`src/rtl/ad9945_pkg.sv`:
```
// ad9945_pkg: shared constants and types for the AD9945 serial interface
package ad9945_pkg;
    localparam int ADDR_W     = 3;
    localparam int WORD_W     = 12;
    localparam int FRAME_BITS = 63;
    localparam int OPER_W     = 7;
    localparam int CTRL_W     = 7;
    localparam int CLAMP_W    = 8;
    localparam int VGA_W      = 10;
    localparam int STARTUP_W  = 12;
    localparam logic [ADDR_W-1:0] ADDR_OPER    = 3'd0;
    localparam logic [ADDR_W-1:0] ADDR_CTRL    = 3'd1;
    localparam logic [ADDR_W-1:0] ADDR_CLAMP   = 3'd2;
    localparam logic [ADDR_W-1:0] ADDR_VGA     = 3'd3;
    localparam logic [ADDR_W-1:0] ADDR_STARTUP = 3'd4;
    localparam logic [CLAMP_W-1:0] CLAMP_DEF   = 8'd128;
    localparam logic [WORD_W-1:0]  STARTUP_VAL = 12'h838;
    typedef enum logic [1:0] {IDLE, ADDR, DATA} state_t;
endpackage

```
`src/rtl/ad9945_serial_rx_if.sv`:
```
// ad9945_serial_rx_if: serial pins plus decoded register/write-report bus (AD9945_STARTUP_CHECK_EN adds startup_err)
interface ad9945_serial_rx_if;
    import ad9945_pkg::*;
    logic SDATA;
    logic SCK;
    logic SL;
    logic [OPER_W-1:0]    oper;
    logic [CTRL_W-1:0]    ctrl;
    logic [CLAMP_W-1:0]   clamp;
    logic [VGA_W-1:0]     vga_gain;
    logic [STARTUP_W-1:0] startup;
    logic                 wr_strobe;
    logic [ADDR_W-1:0]    wr_addr;
    logic [WORD_W-1:0]    wr_data;
    logic                 frame_done;
    logic                 frame_err;
`ifdef AD9945_STARTUP_CHECK_EN
    logic                 startup_err;
`endif
    modport slave (
        input  SDATA, SCK, SL,
`ifdef AD9945_STARTUP_CHECK_EN
        output startup_err,
`endif
        output oper, ctrl, clamp, vga_gain, startup,
        output wr_strobe, wr_addr, wr_data, frame_done, frame_err
    );
    modport master (
        output SDATA, SCK, SL,
`ifdef AD9945_STARTUP_CHECK_EN
        input  startup_err,
`endif
        input  oper, ctrl, clamp, vga_gain, startup,
        input  wr_strobe, wr_addr, wr_data, frame_done, frame_err
    );
endinterface

```
`src/rtl/ad9945_in_sync.sv`:
```
// ad9945_in_sync: synchronizer chains for SCK/SL/SDATA with rising-edge detects on SCK and SL
module ad9945_in_sync #(
    parameter int STAGES = 2
) (
    input  logic clk,
    input  logic rst,
    input  logic sck,
    input  logic sl,
    input  logic sdata,
    output logic sck_rise,
    output logic sl_rise,
    output logic sl_s,
    output logic sdata_s
);
    logic [STAGES-1:0] sck_q, sl_q, sd_q;
    logic sck_d, sl_d;
    // SL resets low so a frame in progress at reset release is not mistaken for an idle line
    always_ff @(posedge clk or posedge rst)
        if (rst) begin
            sck_q <= '0;
            sl_q  <= '0;
            sd_q  <= '0;
            sck_d <= 1'b0;
            sl_d  <= 1'b0;
        end else begin
            sck_q <= {sck_q[STAGES-2:0], sck};
            sl_q  <= {sl_q[STAGES-2:0], sl};
            sd_q  <= {sd_q[STAGES-2:0], sdata};
            sck_d <= sck_q[STAGES-1];
            sl_d  <= sl_q[STAGES-1];
        end
    assign sck_rise = sck_q[STAGES-1] & ~sck_d;
    assign sl_rise  = sl_q[STAGES-1] & ~sl_d;
    assign sl_s     = sl_q[STAGES-1];
    assign sdata_s  = sd_q[STAGES-1];
endmodule

```
`src/rtl/ad9945_serial_rx.sv`:
```
// ad9945_serial_rx: AD9945 3-wire serial write receiver with shadow registers (option AD9945_STARTUP_CHECK_EN)
module ad9945_serial_rx
    import ad9945_pkg::*;
#(
    parameter int                  SYNC_STAGES   = 2,
    parameter logic [CLAMP_W-1:0]  CLAMP_DEFAULT = CLAMP_DEF
`ifdef AD9945_STARTUP_CHECK_EN
    , parameter logic [WORD_W-1:0] STARTUP_EXPECT = STARTUP_VAL
`endif
) (
    input logic              sys_clk,
    input logic              rst,
    ad9945_serial_rx_if.slave bus
);
    state_t st, nxt;
    logic sck_rise, sl_rise, sl_s, sdata_s;
    logic armed, words, bit_in, word_done, clean_end;
    logic [1:0] addr_cnt, ash;
    logic [3:0] bit_cnt;
    logic [10:0] sh;
    logic [ADDR_W-1:0] cur_addr, wr_addr;
    logic [WORD_W-1:0] word, wr_data;
    logic [OPER_W-1:0] oper;
    logic [CTRL_W-1:0] ctrl;
    logic [CLAMP_W-1:0] clamp;
    logic [VGA_W-1:0] vga_gain;
    logic [STARTUP_W-1:0] startup;
    logic wr_strobe, frame_done, frame_err;

    ad9945_in_sync #(.STAGES(SYNC_STAGES)) u_sync (
        .clk(sys_clk), .rst(rst), .sck(bus.SCK), .sl(bus.SL), .sdata(bus.SDATA),
        .sck_rise(sck_rise), .sl_rise(sl_rise), .sl_s(sl_s), .sdata_s(sdata_s)
    );

    // sl_rise implies sl_s high, so an SL rise always beats a coincident SCK rise
    assign bit_in    = sck_rise & ~sl_s;
    assign word_done = st == DATA && bit_in && bit_cnt == 4'd11;
    assign word      = {sdata_s, sh};
    assign clean_end = st == DATA && bit_cnt == 4'd0 && words;

    // state register
    always_ff @(posedge sys_clk or posedge rst)
        if (rst) st <= IDLE;
        else     st <= nxt;

    // next state: a frame starts only once SL has been seen high since reset
    always_comb begin
        nxt = st;
        if (st != IDLE && sl_rise) nxt = IDLE;
        else if (st == IDLE && armed && !sl_s) nxt = ADDR;
        else if (st == ADDR && bit_in && addr_cnt == 2'd2) nxt = DATA;
    end

    // bit shifting, write reporting and shadow register updates
    always_ff @(posedge sys_clk or posedge rst)
        if (rst) begin
            armed <= 1'b0; words <= 1'b0; addr_cnt <= '0; ash <= '0; bit_cnt <= '0; sh <= '0;
            cur_addr <= '0; wr_addr <= '0; wr_data <= '0;
            wr_strobe <= 1'b0; frame_done <= 1'b0; frame_err <= 1'b0;
            oper <= '0; ctrl <= '0; clamp <= CLAMP_DEFAULT; vga_gain <= '0; startup <= '0;
        end else begin
            armed      <= armed | sl_s;
            wr_strobe  <= word_done;
            frame_done <= st != IDLE && sl_rise && clean_end;
            frame_err  <= st != IDLE && sl_rise && !clean_end;
            if (st == IDLE) begin
                addr_cnt <= '0;
                bit_cnt  <= '0;
                words    <= 1'b0;
            end
            if (st == ADDR && bit_in) begin
                ash      <= {sdata_s, ash[1]};
                addr_cnt <= addr_cnt + 2'd1;
                if (addr_cnt == 2'd2) cur_addr <= {sdata_s, ash};
            end
            if (st == DATA && bit_in) begin
                sh      <= {sdata_s, sh[10:1]};
                bit_cnt <= word_done ? 4'd0 : bit_cnt + 4'd1;
            end
            if (word_done) begin
                wr_addr  <= cur_addr;
                wr_data  <= word;
                cur_addr <= cur_addr + 3'd1;
                words    <= 1'b1;
                case (cur_addr)
                    ADDR_OPER:    oper     <= word[OPER_W-1:0];
                    ADDR_CTRL:    ctrl     <= word[CTRL_W-1:0];
                    ADDR_CLAMP:   clamp    <= word[CLAMP_W-1:0];
                    ADDR_VGA:     vga_gain <= word[VGA_W-1:0];
                    ADDR_STARTUP: startup  <= word[STARTUP_W-1:0];
                    default: ;
                endcase
            end
        end

`ifdef AD9945_STARTUP_CHECK_EN
    logic startup_err;
    // flag a startup word that differs from the expected value, aligned with wr_strobe
    always_ff @(posedge sys_clk or posedge rst)
        if (rst) startup_err <= 1'b0;
        else     startup_err <= word_done && cur_addr == ADDR_STARTUP && word != STARTUP_EXPECT;
    assign bus.startup_err = startup_err;
`endif

    assign bus.oper       = oper;
    assign bus.ctrl       = ctrl;
    assign bus.clamp      = clamp;
    assign bus.vga_gain   = vga_gain;
    assign bus.startup    = startup;
    assign bus.wr_strobe  = wr_strobe;
    assign bus.wr_addr    = wr_addr;
    assign bus.wr_data    = wr_data;
    assign bus.frame_done = frame_done;
    assign bus.frame_err  = frame_err;
endmodule

```
`src/flat_wrapper.sv`:
```
// flat-port wrapper written by rule: the top's interface ports become plain ports
module ad9945_serial_rx_flat import ad9945_pkg::*;
#(
    parameter int                  SYNC_STAGES   = 2,
    parameter logic [CLAMP_W-1:0]  CLAMP_DEFAULT = CLAMP_DEF

)
  (sys_clk, rst, bus_SDATA, bus_SCK, bus_SL, bus_oper, bus_ctrl, bus_clamp, bus_vga_gain, bus_startup, bus_wr_strobe, bus_wr_addr, bus_wr_data, bus_frame_done, bus_frame_err);
  ad9945_serial_rx_if bus_i ();
  input logic sys_clk;
  input logic rst;
  input wire logic [$bits(bus_i.SDATA)-1:0] bus_SDATA;
  input wire logic [$bits(bus_i.SCK)-1:0] bus_SCK;
  input wire logic [$bits(bus_i.SL)-1:0] bus_SL;
  output wire logic [$bits(bus_i.oper)-1:0] bus_oper;
  output wire logic [$bits(bus_i.ctrl)-1:0] bus_ctrl;
  output wire logic [$bits(bus_i.clamp)-1:0] bus_clamp;
  output wire logic [$bits(bus_i.vga_gain)-1:0] bus_vga_gain;
  output wire logic [$bits(bus_i.startup)-1:0] bus_startup;
  output wire logic [$bits(bus_i.wr_strobe)-1:0] bus_wr_strobe;
  output wire logic [$bits(bus_i.wr_addr)-1:0] bus_wr_addr;
  output wire logic [$bits(bus_i.wr_data)-1:0] bus_wr_data;
  output wire logic [$bits(bus_i.frame_done)-1:0] bus_frame_done;
  output wire logic [$bits(bus_i.frame_err)-1:0] bus_frame_err;
  assign bus_i.SDATA = bus_SDATA;
  assign bus_i.SCK = bus_SCK;
  assign bus_i.SL = bus_SL;
  assign bus_oper = bus_i.oper;
  assign bus_ctrl = bus_i.ctrl;
  assign bus_clamp = bus_i.clamp;
  assign bus_vga_gain = bus_i.vga_gain;
  assign bus_startup = bus_i.startup;
  assign bus_wr_strobe = bus_i.wr_strobe;
  assign bus_wr_addr = bus_i.wr_addr;
  assign bus_wr_data = bus_i.wr_data;
  assign bus_frame_done = bus_i.frame_done;
  assign bus_frame_err = bus_i.frame_err;
  ad9945_serial_rx #(.SYNC_STAGES(SYNC_STAGES), .CLAMP_DEFAULT(CLAMP_DEFAULT)) u_core (.sys_clk(sys_clk), .rst(rst), .bus(bus_i));
endmodule
```
`config.mk`:
```
export PLATFORM = sky130hd
export DESIGN_NAME = ad9945_serial_rx_flat
export DESIGN_NICKNAME = d
export VERILOG_FILES = /design/src/rtl/ad9945_pkg.sv /design/src/rtl/ad9945_serial_rx_if.sv /design/src/rtl/ad9945_in_sync.sv /design/src/rtl/ad9945_serial_rx.sv /design/src/flat_wrapper.sv
export SDC_FILE = /design/constraint.sdc
export NUM_CORES = 1
export LEC_CHECK = 0
export ABC_AREA = 1
export BUFFER_PORTS_ARGS = -buffer_cell sky130_fd_sc_hd__buf_2
export CAP_MARGIN = 25
export CORE_ASPECT_RATIO = 1.2
export CORE_MARGIN = 10
export CORE_UTILIZATION = 50
export DETAILED_ROUTE_END_ITERATION = 8
export PLACE_DENSITY_LB_ADDON = 0.2
export SLEW_MARGIN = 5
export SYNTH_ARGS = -nofsm -noshare
export SYNTH_HDL_FRONTEND = slang
export SYNTH_SLANG_ARGS = --single-unit
```
`constraint.sdc`:
```
create_clock -name sys_clk -period 2.78 [get_ports sys_clk]
set_input_delay 0.139 -clock sys_clk [delete_from_list [all_inputs] [get_ports sys_clk]]
set_output_delay 0.139 -clock sys_clk [all_outputs]
set_load 0.05 [all_outputs]
```
==> run summary, run 1 <==
Summed over all layers, the global routing overflow is 0. Counting along the longest clock path gives a buffer depth of 2. The run finished with clean final reports.

The tools report the number of placement rows as 34. Data arrives at the worst endpoint at 2360 ps. The tools report the count of unresolved DRC violations after routing as 0.

The pre-antenna-repair detailed-routing pass consisted of 4 iterations. For the static power due to leakage, the log shows 2.35 nW. For the total number of nets in the final design, the log shows 459.

The cell count after placement was 521. Timing would allow up to 474 MHz. In this run the remaining antenna-violating nets after routing total 0. Setup violations remaining at the end of the flow were counted as 0. STA puts the critical path data required time at 3030 ps. During I/O placement, the number of pins put on the boundary was 67.

Entering global routing, the biggest net connects 44 pins. The port buffer count works out to 66. Post-CTS repair changed the size of 0 cells.

The tools report the post-synthesis sequential area ratio as 62.8%. The critical path is of the register to register type. The length of routed met2 wiring is 4.13 mm, and the number of flops mapped to enable cells by yosys is 0. The antenna diode instance count was 0. The Yosys step of the flow raised 0 warnings. Counting every net in the synthesized netlist gives 391.

The setup slack after placement came out at 680 ps. Dividing the synthesized area by the synthesized cell count gives 10.1 um2. For this design the total switching power over the nets is 0.684 mW. For the pin with the worst max-slew slack, the measured transition is 576 ps. The HPWL after detailed placement is 5.75 mm. The logs give 41.4% for the clock group share of total power and 7.3% for the combinational power share.

The overall die width came out at 99.8 um. The logs give 2777 for the via count of the first global-routing pass and 360 ps for the clock latency on the worst-skew pair. In the final routed layout, each cell accounts on average for 15.3 um.

The power per standard cell area came out at 638 nW/um2. The kind of launch point of the worst setup path is a register. The number of hold buffers added after CTS was 4. TritonCTS built the clock tree.

After the first detailed-routing iteration, the DRC count stood at 157. The first-pass GRT wire length is 13.8 mm. Setup repair after global routing left no endpoint under its margin.

After layout, the worst setup slack is 669 ps. The logs give 0 for the number of pins exceeding their max-slew limit in the final report and 7360 um2 for the placeable core region. Counting the buffers created by CTS gives 9. The final critical path takes up 75.9% of the cycle. Number of hold violations in the final report: 0. The routed design has 8.30 mm of wire. After synthesis, the netlist uses 26 different library cells. Dividing the detail-routed via count by the number of cells gives 5.06. The highest ir drop seen on vdd is 0.000477 V, and the layout-stage area growth over the synthesis result is 18.0%. The top layer used by detailed routing is met4. The register bit count reported by yosys was 96. Detailed routing placed a total of 430 um of wire on met3. The tools report the count of non-filler cells in the finished layout as 541. CTS saw 96 sinks. The worst pin sits at a relative slew slack of 61.4%. In the final timing run, aggregate negative setup slack is 0 ps. The setup fix buffers added after clock tree synthesis is 0. The die is 116 um tall.

The switching part of the total was 23.8%; the deepest level of the CTS H-tree was 3. Summing over every cut layer, the via total after detailed routing is 2735. The floorplan step defined a die boundary enclosing 11600 um2.

The worst hold path belongs to the class input port to async pin. The async set-reset flop share out of synthesis was 100%. The post-route netlist has 23.7% of its cells at a drive strength greater than 1. The internal power component was 2.20 mW; the biggest fanout along the worst timing path was 25. Summing every instance area after synthesis gives 3820 um2. Global routing consumed, over all layers together, 14.7% of the routing resources.

The shortest clock period the worst path allows after layout works out to 2110 ps. Once the floorplan was initialized, standard cells occupied 52.0% of the core. The logs give 51.3% for the power share of the sequential group and 378 for the synthesized instance count. The max capacitance violation total came out at 0.

After clock tree synthesis, the clock-pin slew on the worst setup and hold paths is 100 ps. The number of antenna violations at the first check in global routing was 0. In the synthesized netlist the dominant register cell turns out to be sky130_fd_sc_hd__dfrtp_1. Endpoint type of the worst setup path: a register. The tools report the final clock skew as 13.2 ps.

The cell sitting at the root of the clock tree is a sky130_fd_sc_hd__clkbuf_8. After detailed routing, the wire length on met1 is 3.56 mm. For the last weighted congestion value of the routability-driven placer, the log shows 0.789.
## layout by cell type, fill, tap and decap left out
cell type and n:
sky130_fd_sc_hd__nor2_4 4, sky130_fd_sc_hd__inv_8 1, sky130_fd_sc_hd__inv_1 32, sky130_fd_sc_hd__nand3_2 2, sky130_fd_sc_hd__dfrtp_1 95, sky130_fd_sc_hd__nor2_1 7, sky130_fd_sc_hd__clkinv_2 1, sky130_fd_sc_hd__nand4_1 16
sky130_fd_sc_hd__buf_4 1, sky130_fd_sc_hd__clkinv_1 1, sky130_fd_sc_hd__nand3_4 1, sky130_fd_sc_hd__clkinv_4 1, sky130_fd_sc_hd__buf_2 66, sky130_fd_sc_hd__nand2_1 111, sky130_fd_sc_hd__xor2_1 1, sky130_fd_sc_hd__clkbuf_8 9
sky130_fd_sc_hd__o21ai_0 45, sky130_fd_sc_hd__dlygate4sd3_1 4, sky130_fd_sc_hd__a21oi_1 1, sky130_fd_sc_hd__o21ai_2 10, sky130_fd_sc_hd__bufinv_16 4, sky130_fd_sc_hd__buf_12 1, sky130_fd_sc_hd__xnor2_1 1, sky130_fd_sc_hd__dfstp_2 1
sky130_fd_sc_hd__nand3_1 10, sky130_fd_sc_hd__nand2_2 4, sky130_fd_sc_hd__o31ai_1 1, sky130_fd_sc_hd__o21ai_1 8, sky130_fd_sc_hd__clkbuf_1 1, sky130_fd_sc_hd__nand3b_1 1, sky130_fd_sc_hd__ha_1 8, sky130_fd_sc_hd__inv_2 1
sky130_fd_sc_hd__o22ai_1 1
## cell type report
cell class / instances / area (um2)
Clock buffer: 10 / 128
Multi-Input combinational cell: 232 / 1200
Inverter: 35 / 133
Clock inverter: 6 / 140
Sequential cell: 96 / 2400
Tap cell: 90 / 113
Timing Repair Buffer: 72 / 398
Fill cell: 643 / 2850
## power by group through the flow
stage	clock network, mW	logic [mW]	registers [mW]
2_1_floorplan	0	0.147	1.50
3_3_place_gp	0	0.196	1.50
3_5_place_dp	0	0.206	1.50
4_1_cts	1.21	0.213	1.48
5_1_grt	1.26	0.243	1.48
6_report	1.19	0.210	1.48
## logic make-up after synthesis
group | share of synthesized area [%]
AOI/OAI and AO/OA | 9.72
xor gates and xnor gates | 0.458
adders and majority gates | 2.62
buffers and inverters | 5.86
DFF | 62.8
and+or+nand+nor | 18.5
## stage by stage
| stage | total power, mW | util (%) | cell area [um2] | hold slack [ps] |
|---|---|---|---|---|
| floorplan | 1.65 | - | 3820 | 170 |
| global placement | 1.70 | 57.1 | 4200 | 165 |
| detailed placement | 1.71 | 57.1 | 4200 | 170 |
| CTS | 2.90 | 61.3 | 4510 | 327 |
| global route | 2.98 | 61.3 | 4510 | 362 |
| finish | 2.88 | 61.3 | 4510 | 326 |
## metal layers
layer | track usage [%] | up-vias
met3 | 3.81 | 16
met4 | 6.79 | 0
met5 | 0 | -
met2 | 24.7 | 56
met1 | 17.2 | 1301
li1 | - | 1362
## final timing paths
check                                       from                     end  slack [ps]  cells past startpoint
min in group sys_clk       u_core.u_sync.sd_q[0]   u_core.u_sync.sd_q[1]         350                      0
setup reg to reg           u_core.u_sync.sl_q[1]  u_core.bus.vga_gain[8]         670                      6
max in group asynchronous                    rst            u_core.sh[4]        1730                      4
hold reg to reg            u_core.u_sync.sd_q[0]   u_core.u_sync.sd_q[1]         350                      0
hold / removal                               rst      u_core.bus.ctrl[2]         330                      3
setup / recovery           u_core.u_sync.sl_q[1]  u_core.bus.vga_gain[8]         670                      6
## cells in the mapped netlist (all sizes together) (6+ instances only)
master	count	area, um2
nand2	115	442
dfrtp	95	2380
o21ai	63	353
inv	34	128
nand4	16	100
nand3	13	87.6
nor2	11	71.3
buf	9	70.1
ha	8	100
clkbuf	6	22.5
## critical path, cell delays in order (launching register included)
cell,delay (ps)
sky130_fd_sc_hd__dfrtp_1,440
sky130_fd_sc_hd__nor2_4,180
sky130_fd_sc_hd__nand3_4,250
sky130_fd_sc_hd__nor2_4,470
sky130_fd_sc_hd__nand2_2,400
sky130_fd_sc_hd__nand2_1,200
sky130_fd_sc_hd__o21ai_2,70
## flip-flops by register name (all words and copies together), names as in the netlist, 3 cells and up
name / count
u_core.bus.ctrl: 7
u_core.bus.oper: 7
u_core.bus.wr_addr: 3
u_core.cur_addr: 3
u_core.bus.clamp: 8
u_core.bit_cnt: 4
u_core.bus.wr_data: 12
u_core.bus.startup: 12
u_core.sh: 11
u_core.bus.vga_gain: 10
(Power assumes the default switching activity.)
==> inputs of run 2 (changes only) <==
- CORE_UTILIZATION: 50 -> 55
- clock period: 2.78 -> 2.1 ns (I/O delays scaled with it)
==> run summary, run 2 (synthesis results as in run 1) <==
The classification of the worst-slack hold path was input port to async pin. The path type of the worst setup path is register to register. The share of the core filled with cells is 65.8% (+4.5 points), and the highest ir drop seen on vdd is 0.000540 V (+13%). The logs give 1200 um2 (unchanged) for the area of combinational cells with multiple inputs and 2 (unchanged) for the maximum count of clock buffers along a single path. The number of hold violations in the final report is 0 (unchanged). The total negative slack for setup checks came out at 0 ps (unchanged). The setup fix buffers added after clock tree synthesis is 0 (unchanged). For the I/O pin total, the log shows 67 (unchanged).

The detailed router's first-iteration violation count is 159 (+1.3%). For the required time of the critical path, the log shows 2370 ps (-660 ps). The net switching component of the power is 0.857 mW (+25%), and the area enclosed by the die boundary is 10700 um2 (-7.4%).

The detail-routed net length per standard cell is 15.0 um (-2.6%), and the max capacitance violation total is 0 (unchanged). The logs give 5 (+1) for the count of TritonRoute iterations in the first routing pass and 360 ps (about the same) for the clock latency on the worst-skew pair. The power share of the sequential group is 55.3% (+4.0 points). The number of CTS-inserted buffers is 9 (unchanged). For the static power due to leakage, the log shows 2.34 nW (-0.63%). The longest individual stage delay on the worst path is 400 ps (-70 ps), and the clock group share of total power is 36.8% (-4.6 points). The measured slew at the worst slew-check pin was 536 ps (-40.4 ps).

The tools report the antenna diode instance count as 0 (unchanged). The tools report the arrival time at the worst endpoint as 1980 ps (-380 ps). The first-pass GRT wire length came out at 13.6 mm (-0.80%). The number of antenna violations at the first check in global routing was 0 (unchanged); the hold slack was 333 ps (+6.94 ps). The tools report the count of unresolved DRC violations after routing as 0 (unchanged).

The switching part of the total was 24.2% (+0.43 points); the fraction of layout cells with a size suffix above 1 was 24.3% (+0.56 points). The power per standard cell area is 790 nW/um2 (+24%), and the post-detailed-route count of antenna-violating nets is 0 (unchanged). The logs give 3.54 mW (+23%) for the total power consumption of the routed design and 569 (-12%) for the count of fill cells added during filler insertion. The shortest clock period the worst path allows after layout was 1710 ps (-400 ps). Cell count after placement: 521 (unchanged). The final routed wirelength across all metal layers is 8.07 mm (-2.8%). Clock tree synthesis selected as its root buffer the cell sky130_fd_sc_hd__clkbuf_8. The layout-stage area growth over the synthesis result works out to 17.2%. The port buffer count is 66 (unchanged).

The final clock skew is 12.3 ps (-0.846 ps), and the number of buffers inserted by hold repair at cts is 4 (unchanged). The number of buffers and inverters on the critical path came out at 2 (+2). The run finished with clean final reports.

For the highest clock rate, the log shows 585 MHz (+23%). The number of pins exceeding their max-slew limit in the final report is 0 (unchanged). The dominant delay contributor by cell family on the critical path was simple AND/OR/NAND/NOR gates. The run gives 75 (+70%) as the maximum number of pins on one net before global-route repair. The via count of the first global-routing pass came out at 2712 (-2.3%). The logs give 7.9% (+0.6 points) for the combinational power share and 5.85 mm (+1.8%) for the HPWL reported at the end of detailed placement. Deepest level of the CTS H-tree: 3 (unchanged). The logs give 0 (unchanged) for the overflow left after global routing and 96 (unchanged) for the clock sink count. The logs give 0 (unchanged) for the number of gates resized after cts and 2.68 mW (+22%) for the internal power component.

The cell type of the slowest stage on the worst timing path is sky130_fd_sc_hd__dfrtp_1. The run gives 56.1% (+4.2 points) as the initial core utilization. Ratio of final minimum period to clock period: 81.4% (+5.5 points). The kind of launch point of the worst setup path was a register. The tools report the placeable core region as 6810 um2 (-7.4%). TritonCTS built the clock tree. Setup repair after global routing left no endpoint under its margin.

The detailed-route via count came out at 2801 (+2.4%). The run gives 15.9% (+1.2 points) as the overall fraction of global-route tracks in use. The vertical die dimension is 111 um (-3.9%), and the count of non-filler cells in the finished layout is 540 (-0.18%). Walking the worst path, the cells encountered are ha_1, nand3_1, inv_1, nand2_2, buf_4, nand2_1, o21ai_0. The clock transition at the registers of the reported paths was 90 ps (about the same); the area occupied by registers was 2400 um2 (unchanged). The biggest fanout along the worst timing path is 20 (-20%), and the average via count per standard cell is 5.19 (+2.6%). The most frequent standard cell in the layout excluding fill and tap cells was sky130_fd_sc_hd__nand2_1.

Last weighted congestion value of the routability-driven placer: 0.827 (+4.8%). The overall die width works out to 96.1 um (-3.7%). STA classifies the critical path endpoint as a register.

The max-slew headroom at the worst pin was 64.2% (+2.8 points). Leaving out fill and tap cells, the most frequent cells in the layout are 111 x sky130_fd_sc_hd__nand2_1, 95 x sky130_fd_sc_hd__dfrtp_1, 66 x sky130_fd_sc_hd__buf_2. Count of final setup violators: 0 (unchanged). Total number of nets in the final design: 462 (+0.65%). The number of placement rows came out at 33 (-2.9%). The largest registers in the layout are u_core.bus.startup: 12 flops, u_core.bus.wr_data: 12 flops, u_core.sh: 11 flops.
run 2: cell count changes in the layout (fill, tap and decap cells not counted), sizes merged:
cell / change
buf: +3
bufinv: -2
clkinvlp: +2
inv: -1
run 2: layer usage:
layer / global-route usage, % / part of all wire (%) / vias up
met4: 5.42 / 1.5 / 0
met3: 4.50 / 7.5 / 10
li1: - / - / 1357
met1: 20.0 / 41 / 1358
met2: 25.4 / 50 / 76
met5: 0 / 0 / -
run 2: final timing paths:
check | start | end | slack (ps) | depth (start not counted)
max | u_core.bit_cnt[0] | u_core.bus.wr_addr[0] | 390 | 7
min | rst | u_core.bus.startup[6] | 330 | 3
max reg2reg | u_core.bit_cnt[0] | u_core.bus.wr_addr[0] | 390 | 7
min reg2reg | u_core.u_sync.sd_q[0] | u_core.u_sync.sd_q[1] | 350 | 0
max in group asynchronous | rst | u_core.bus.clamp[7] | 1020 | 4
min in group sys_clk | u_core.u_sync.sd_q[0] | u_core.u_sync.sd_q[1] | 350 | 0
run 2: metrics by stage:
step / cell area, um2 / worst slack [ps]
4_1_cts: 4480 / 358
2_1_floorplan: 3830 / 582
6_report: 4480 / 390
3_3_place_gp: 4230 / 386
3_5_place_dp: 4230 / 393
5_1_grt: 4480 / 202
run 2: final cells by class:
type | instances | area share, %
clock buffers | 10 | 3.07
clock inverters | 5 | 1.81
inverters | 35 | 3.01
multi-input cells | 232 | 26.7
flip-flops and latches | 96 | 53.6
well taps | 87 | 2.43
repair buffers | 75 | 9.37
run 2: worst register-to-register path: stages (launching register included):
cell and delay [ps]:
sky130_fd_sc_hd__dfrtp_1 400, sky130_fd_sc_hd__ha_1 230, sky130_fd_sc_hd__nand3_1 200, sky130_fd_sc_hd__inv_1 120, sky130_fd_sc_hd__nand2_2 300, sky130_fd_sc_hd__buf_4 260
sky130_fd_sc_hd__nand2_1 60, sky130_fd_sc_hd__o21ai_0 80
run 2: power by group through the flow:
| stage | clock network [mW] | registers (mW) | logic (mW) |
|---|---|---|---|
| after floorplan | 0 | 1.99 | 0.195 |
| after global placement | 0 | 1.99 | 0.264 |
| after detailed placement | 0 | 1.99 | 0.275 |
| after CTS | 1.33 | 1.96 | 0.282 |
| after global routing | 1.42 | 1.97 | 0.326 |
| final | 1.30 | 1.96 | 0.279 |
